===== config.mk =====
export PLATFORM = sky130hd
export DESIGN_NAME = axi_lite_to_reg
export DESIGN_NICKNAME = d
export VERILOG_FILES = /design/src/rtl/axi_lite_to_reg.sv
export SDC_FILE = /design/constraint.sdc
export NUM_CORES = 1
export LEC_CHECK = 0
export BUFFER_PORTS_ARGS = -buffer_cell sky130_fd_sc_hd__buf_2
export CAP_MARGIN = 10
export CORE_MARGIN = 10
export CORE_UTILIZATION = 36
export DETAILED_ROUTE_END_ITERATION = 10
export GPL_TIMING_DRIVEN = 0
export PLACE_DENSITY = 0.78
export SLEW_MARGIN = 20
export SYNTH_ARGS = -nofsm -noshare
export SYNTH_HDL_FRONTEND = slang
export SYNTH_SLANG_ARGS = --single-unit

===== constraint.sdc =====
create_clock -name clk_i -period 5.7 [get_ports clk_i]
set_input_delay 1.71 -clock clk_i [delete_from_list [all_inputs] [get_ports clk_i]]
set_output_delay 1.71 -clock clk_i [all_outputs]
set_load 0.1 [all_outputs]

===== src/rtl/axi_lite_to_reg.sv =====
// axi_lite_to_reg: AXI4-Lite slave to 32-bit register interface bridge, one transaction in flight.
package reg_intf;
  typedef struct packed {
    logic [31:0] addr;
    logic        write;
    logic [31:0] wdata;
    logic [3:0]  wstrb;
    logic        valid;
  } reg_intf_req_a32_d32;
  typedef struct packed {
    logic [31:0] rdata;
    logic        error;
    logic        ready;
  } reg_intf_resp_d32;
  typedef reg_intf_resp_d32 reg_intf_req_d32;
endpackage

module axi_lite_to_reg
  import reg_intf::*;
#(
  parameter bit         RR_ARB   = 1'b1,
  parameter logic [1:0] ERR_RESP = 2'b10
) (
  input  logic                clk_i,
  input  logic                rst_ni,
  input  logic [31:0]         aw_addr_i,
  input  logic                aw_valid_i,
  output logic                aw_ready_o,
  input  logic [31:0]         w_data_i,
  input  logic [3:0]          w_strb_i,
  input  logic                w_valid_i,
  output logic                w_ready_o,
  output logic [1:0]          b_resp_o,
  output logic                b_valid_o,
  input  logic                b_ready_i,
  input  logic [31:0]         ar_addr_i,
  input  logic                ar_valid_i,
  output logic                ar_ready_o,
  output logic [31:0]         r_data_o,
  output logic [1:0]          r_resp_o,
  output logic                r_valid_o,
  input  logic                r_ready_i,
  output reg_intf_req_a32_d32 reg_req_o,
  input  reg_intf_req_d32     reg_rsp_i
);
  typedef enum logic [2:0] {S_IDLE, S_WRITE, S_READ, S_WRESP, S_RRESP} state_t;
  state_t      r_state, w_next;
  logic [31:0] r_addr, r_wdata, r_rdata;
  logic [3:0]  r_strb;
  logic        r_err, r_last_rd;
  logic        w_idle, w_gnt_wr, w_gnt_rd, w_req_valid, w_reg_hs;
  assign w_idle   = r_state == S_IDLE;
  // A tie goes to write unless round-robin says the last grant was already a write
  assign w_gnt_wr = w_idle && aw_valid_i && w_valid_i && (!ar_valid_i || !RR_ARB || r_last_rd);
  assign w_gnt_rd = w_idle && ar_valid_i && !w_gnt_wr;
  assign aw_ready_o  = w_gnt_wr;
  assign w_ready_o   = w_gnt_wr;
  assign ar_ready_o  = w_gnt_rd;
  assign w_req_valid = r_state == S_WRITE || r_state == S_READ;
  assign w_reg_hs    = w_req_valid && reg_rsp_i.ready;
  assign b_valid_o   = r_state == S_WRESP;
  assign r_valid_o   = r_state == S_RRESP;
  assign b_resp_o    = b_valid_o && r_err ? ERR_RESP : 2'b00;
  assign r_resp_o    = r_valid_o && r_err ? ERR_RESP : 2'b00;
  assign r_data_o    = r_rdata;
  always_comb begin
    reg_req_o = '0;
    if (w_req_valid) reg_req_o = '{addr: r_addr, write: r_state == S_WRITE, wdata: r_wdata, wstrb: r_strb, valid: 1'b1};
  end
  always_comb begin
    w_next = r_state;
    case (r_state)
      S_IDLE:  w_next = w_gnt_wr ? S_WRITE : w_gnt_rd ? S_READ : S_IDLE;
      S_WRITE: w_next = reg_rsp_i.ready ? S_WRESP : S_WRITE;
      S_READ:  w_next = reg_rsp_i.ready ? S_RRESP : S_READ;
      S_WRESP: w_next = b_ready_i ? S_IDLE : S_WRESP;
      S_RRESP: w_next = r_ready_i ? S_IDLE : S_RRESP;
      default: w_next = S_IDLE;
    endcase
  end
  always_ff @(posedge clk_i or negedge rst_ni) begin
    if (!rst_ni) begin
      r_state   <= S_IDLE;
      r_addr    <= '0;
      r_wdata   <= '0;
      r_strb    <= '0;
      r_rdata   <= '0;
      r_err     <= 1'b0;
      r_last_rd <= 1'b1;
    end else begin
      r_state <= w_next;
      if (w_gnt_wr) begin
        r_addr    <= aw_addr_i;
        r_wdata   <= w_data_i;
        r_strb    <= w_strb_i;
        r_last_rd <= 1'b0;
      end else if (w_gnt_rd) begin
        r_addr    <= ar_addr_i;
        r_wdata   <= '0;
        r_strb    <= '0;
        r_last_rd <= 1'b1;
      end
      if (w_reg_hs) begin
        r_err <= reg_rsp_i.error;
        if (r_state == S_READ) r_rdata <= reg_rsp_i.rdata;
      end
    end
  end
endmodule

==> impl_results.md <==
- Status: finished, final reports clean
- Die Width: 134 um
- Met3 Usage GRT: 0.0586
- Most common cell on crit path: buf_2
- Reg area: 2630 um2
- Synth top area share: 0.558
- Syn Area/Cell: about 11 um2
- M1 GR Usage: 0.177
- Asr flop ratio synth: 1.00
- Critical Path Slowest Stage Cell: buf_2
- Fmax: roughly 0.21 GHz
- Setup TNS: 0 ps
- Post-Layout Cell Count: 849
- Register area share after synthesis: 0.563
- CTS Buffer Depth: 2
- Routed WL: 14500 um
- Final Hold Fails: 0
- Cts hold-fix bufs: 0
- Max Cap Violations: 0
- Top area cells in the synthesized netlist: dfrtp_1 56%, and2_1 9.4%, mux2_1 8.0%
- Root Buffer: clkbuf_16
- Worst-path clk slew: 70 ps
- Period minus WS final: 4860 ps
- Global-route wire length before repair: approximately 23000 um
- Final nets: 813
- Largest net degree at the start of global routing: 56
- Gr ovfl total: 0
- DR DRC count: 0
- Pre-CTS setup slack: 828 ps
- Setup WS post-layout: 837 ps
- Top FF cell, synth: dfrtp_1
- Vias in the first global route: 4316
- Iter 0 DRT Violations: just under 200
- Crit end category: primary output
- Die height: approximately 130 um
- Tot GR Track Use: 0.156
- Gr busiest metal: met2
- Slew @ Worst Pin: between 500 and 600 ps
- DR vias/cell: 4.78
- Synthesized flop and latch total: 105
- Largest area contributor in the synthesized netlist: dfrtp_1
- Hold Path Origin: r_data_o[10]$_DFFE_PN0P_
- PortBufs: approximately 250
- Final setup fails: 0
- Syn. warnings: 0
- Required time worst endpoint: 3990 ps
- DR vias: 4062
- Worst r2r src: r_state[1]$_DFF_PN0_
- Initial antenna violation count: 0
- Core area: 12700 um2
- Setup Fix Bufs, Post-CTS: 0
- Area of the die: 17900 um2
- FP Rows: 41
- Crit-path max FO: 11
- Critical Path AT: 3150 ps
- CTS sink cnt: 105
- CP peak stage delay: 410 ps
- Placed cells: 833
- Unrepaired setup endpoints after global routing: no
- Resized cells post-CTS: 0
- Synth Cell Area: 4670 um2
- Detailed-placement wirelength estimate: 11500 um
- FILL cells: ~1200
- Final setup skew: between 10 and 15 ps
- CTS Buf Count: 9
- Routed Antenna Nets: 0
- Hold/Removal Path Class: reg -> reg
- H-tree Lvls: 3
- Share of layout cells above drive strength 1: 0.445
- Critical path cell sequence: buf_2, inv_2, o211ai_2, nor2_2, buf_2, buf_4, buf_2
- Period utilisation layout: 0.853
- Initial Util: 0.368
- Critical path class: in -> out
- WL/cell: 17.1 um
- Initial DRT Pass Iterations: 4
- CTS tree: yes
- Synth unique cells: 34
- GR Util met2: 0.267
- Multi-input gate area: 1820 um2
- Rel. slew slack: 0.662
- CP startpoint: ar_valid_i
- Routability cong.: approximately 0.86
- ANT cells: 0
- Top Ports: ~250
- EDFF count, synth: 0
- Area growth syn-to-layout: 38.4%
- Syn Inst Count: 410
- Final Max Slew Viols: 0
- Clock latency at the later pin of the worst-skew pair: 340 ps
- Setup crit start kind: primary input
[through the flow]
step                hold slack (ps)  area, um2  utilization
floorplan                       458       4670            -
global placement                462       6130        0.484
detailed placement              469       6170        0.487
CTS                             485       6460        0.510
global route                    493       6460        0.510
finish                          480       6460        0.510
[state kept, by name, summed over array words and instances (netlist names)]
name	cells
r_wdata	32
r_last_rd	1
r_err	1
r_strb	4
r_state	3
r_addr	32
r_data_o	32
[cells in the mapped netlist, drive strengths merged (2+ instances only)]
| cell | instances |
|---|---|
| nor3 | 3 |
| clkbuf | 10 |
| o21ai | 4 |
| a22o | 36 |
| inv | 3 |
| dfrtp | 104 |
| buf | 27 |
| nor2 | 37 |
| a21oi | 36 |
| and2 | 70 |
| o22ai | 32 |
| mux2 | 33 |
| nand2 | 2 |
[cells in the final DEF (no fill, tap or decap), drive strengths merged]
master and instances:
and3 1, a22o 36, a31oi 1, nand2 2, o21bai 1, nor2b 1, nor3b 1, o21ai 4
inv 5, nand2b 1, buf 277, or3 1, clkinv 3, bufinv 1, dfstp 1, nor2 37
o22ai 32, a21oi 36, nor4bb 1, conb 2, o211ai 1, dfrtp 104, clkbuf 20, xnor2 1
and2 70, mux2 33, nor3 3, a311oi 1
[cells by family (layout without fill, tap and decap cells)]
kind of cell,count (synthesis),in the layout,share of synthesized area
buffers and inverters,40,306,0.0483
and+or+nand+nor,118,118,0.142
AOI/OAI and AO/OA,112,112,0.164
muxes,33,33,0.0796
other,1,2,0.000804
DFF,105,105,0.563
xor gates and xnor gates,1,1,0.00188
[layout make-up]
cell class                      instances  area share
Sequential cell                       105       0.407
Multi-Input combinational cell        266       0.281
Timing Repair Buffer                  250       0.198
Clock buffer                           10      0.0354
Tap cell                              172      0.0333
Buffer                                 37      0.0331
Clock inverter                          6      0.0103
Inverter                                3     0.00174
[metal layers]
layer | routed length [um] | up-vias
met5 | 0 | -
met4 | 156 | 0
met3 | 1240 | 12
met2 | 7260 | 155
met1 | 5830 | 1927
li1 | - | 1968
[path summary, 6_finish.rpt]
check | cells after the start | slack (ps) | endpoint
max in group asynchronous | 2 | 3770 | r_wdata[29]$_DFFE_PN0P_
worst min register to register | 1 | 480 | r_data_o[10]$_DFFE_PN0P_
worst min-delay path | 1 | 480 | r_data_o[10]$_DFFE_PN0P_
worst max register to register | 5 | 3860 | r_wdata[12]$_DFFE_PN0P_
worst max-delay path | 7 | 840 | w_ready_o
min in group asynchronous | 1 | 1300 | r_data_o[14]$_DFFE_PN0P_
[critical path: cells and delay by family]
| kind | cells | cell delay (ps) |
|---|---|---|
| simple gates | 1 | 190 |
| compound gates | 1 | 200 |
| buf+inv | 5 | 1030 |
Power is left out: the tool's default activity adds up to more than one toggle a clock period on the data nets, which glitch-free logic cannot reach.
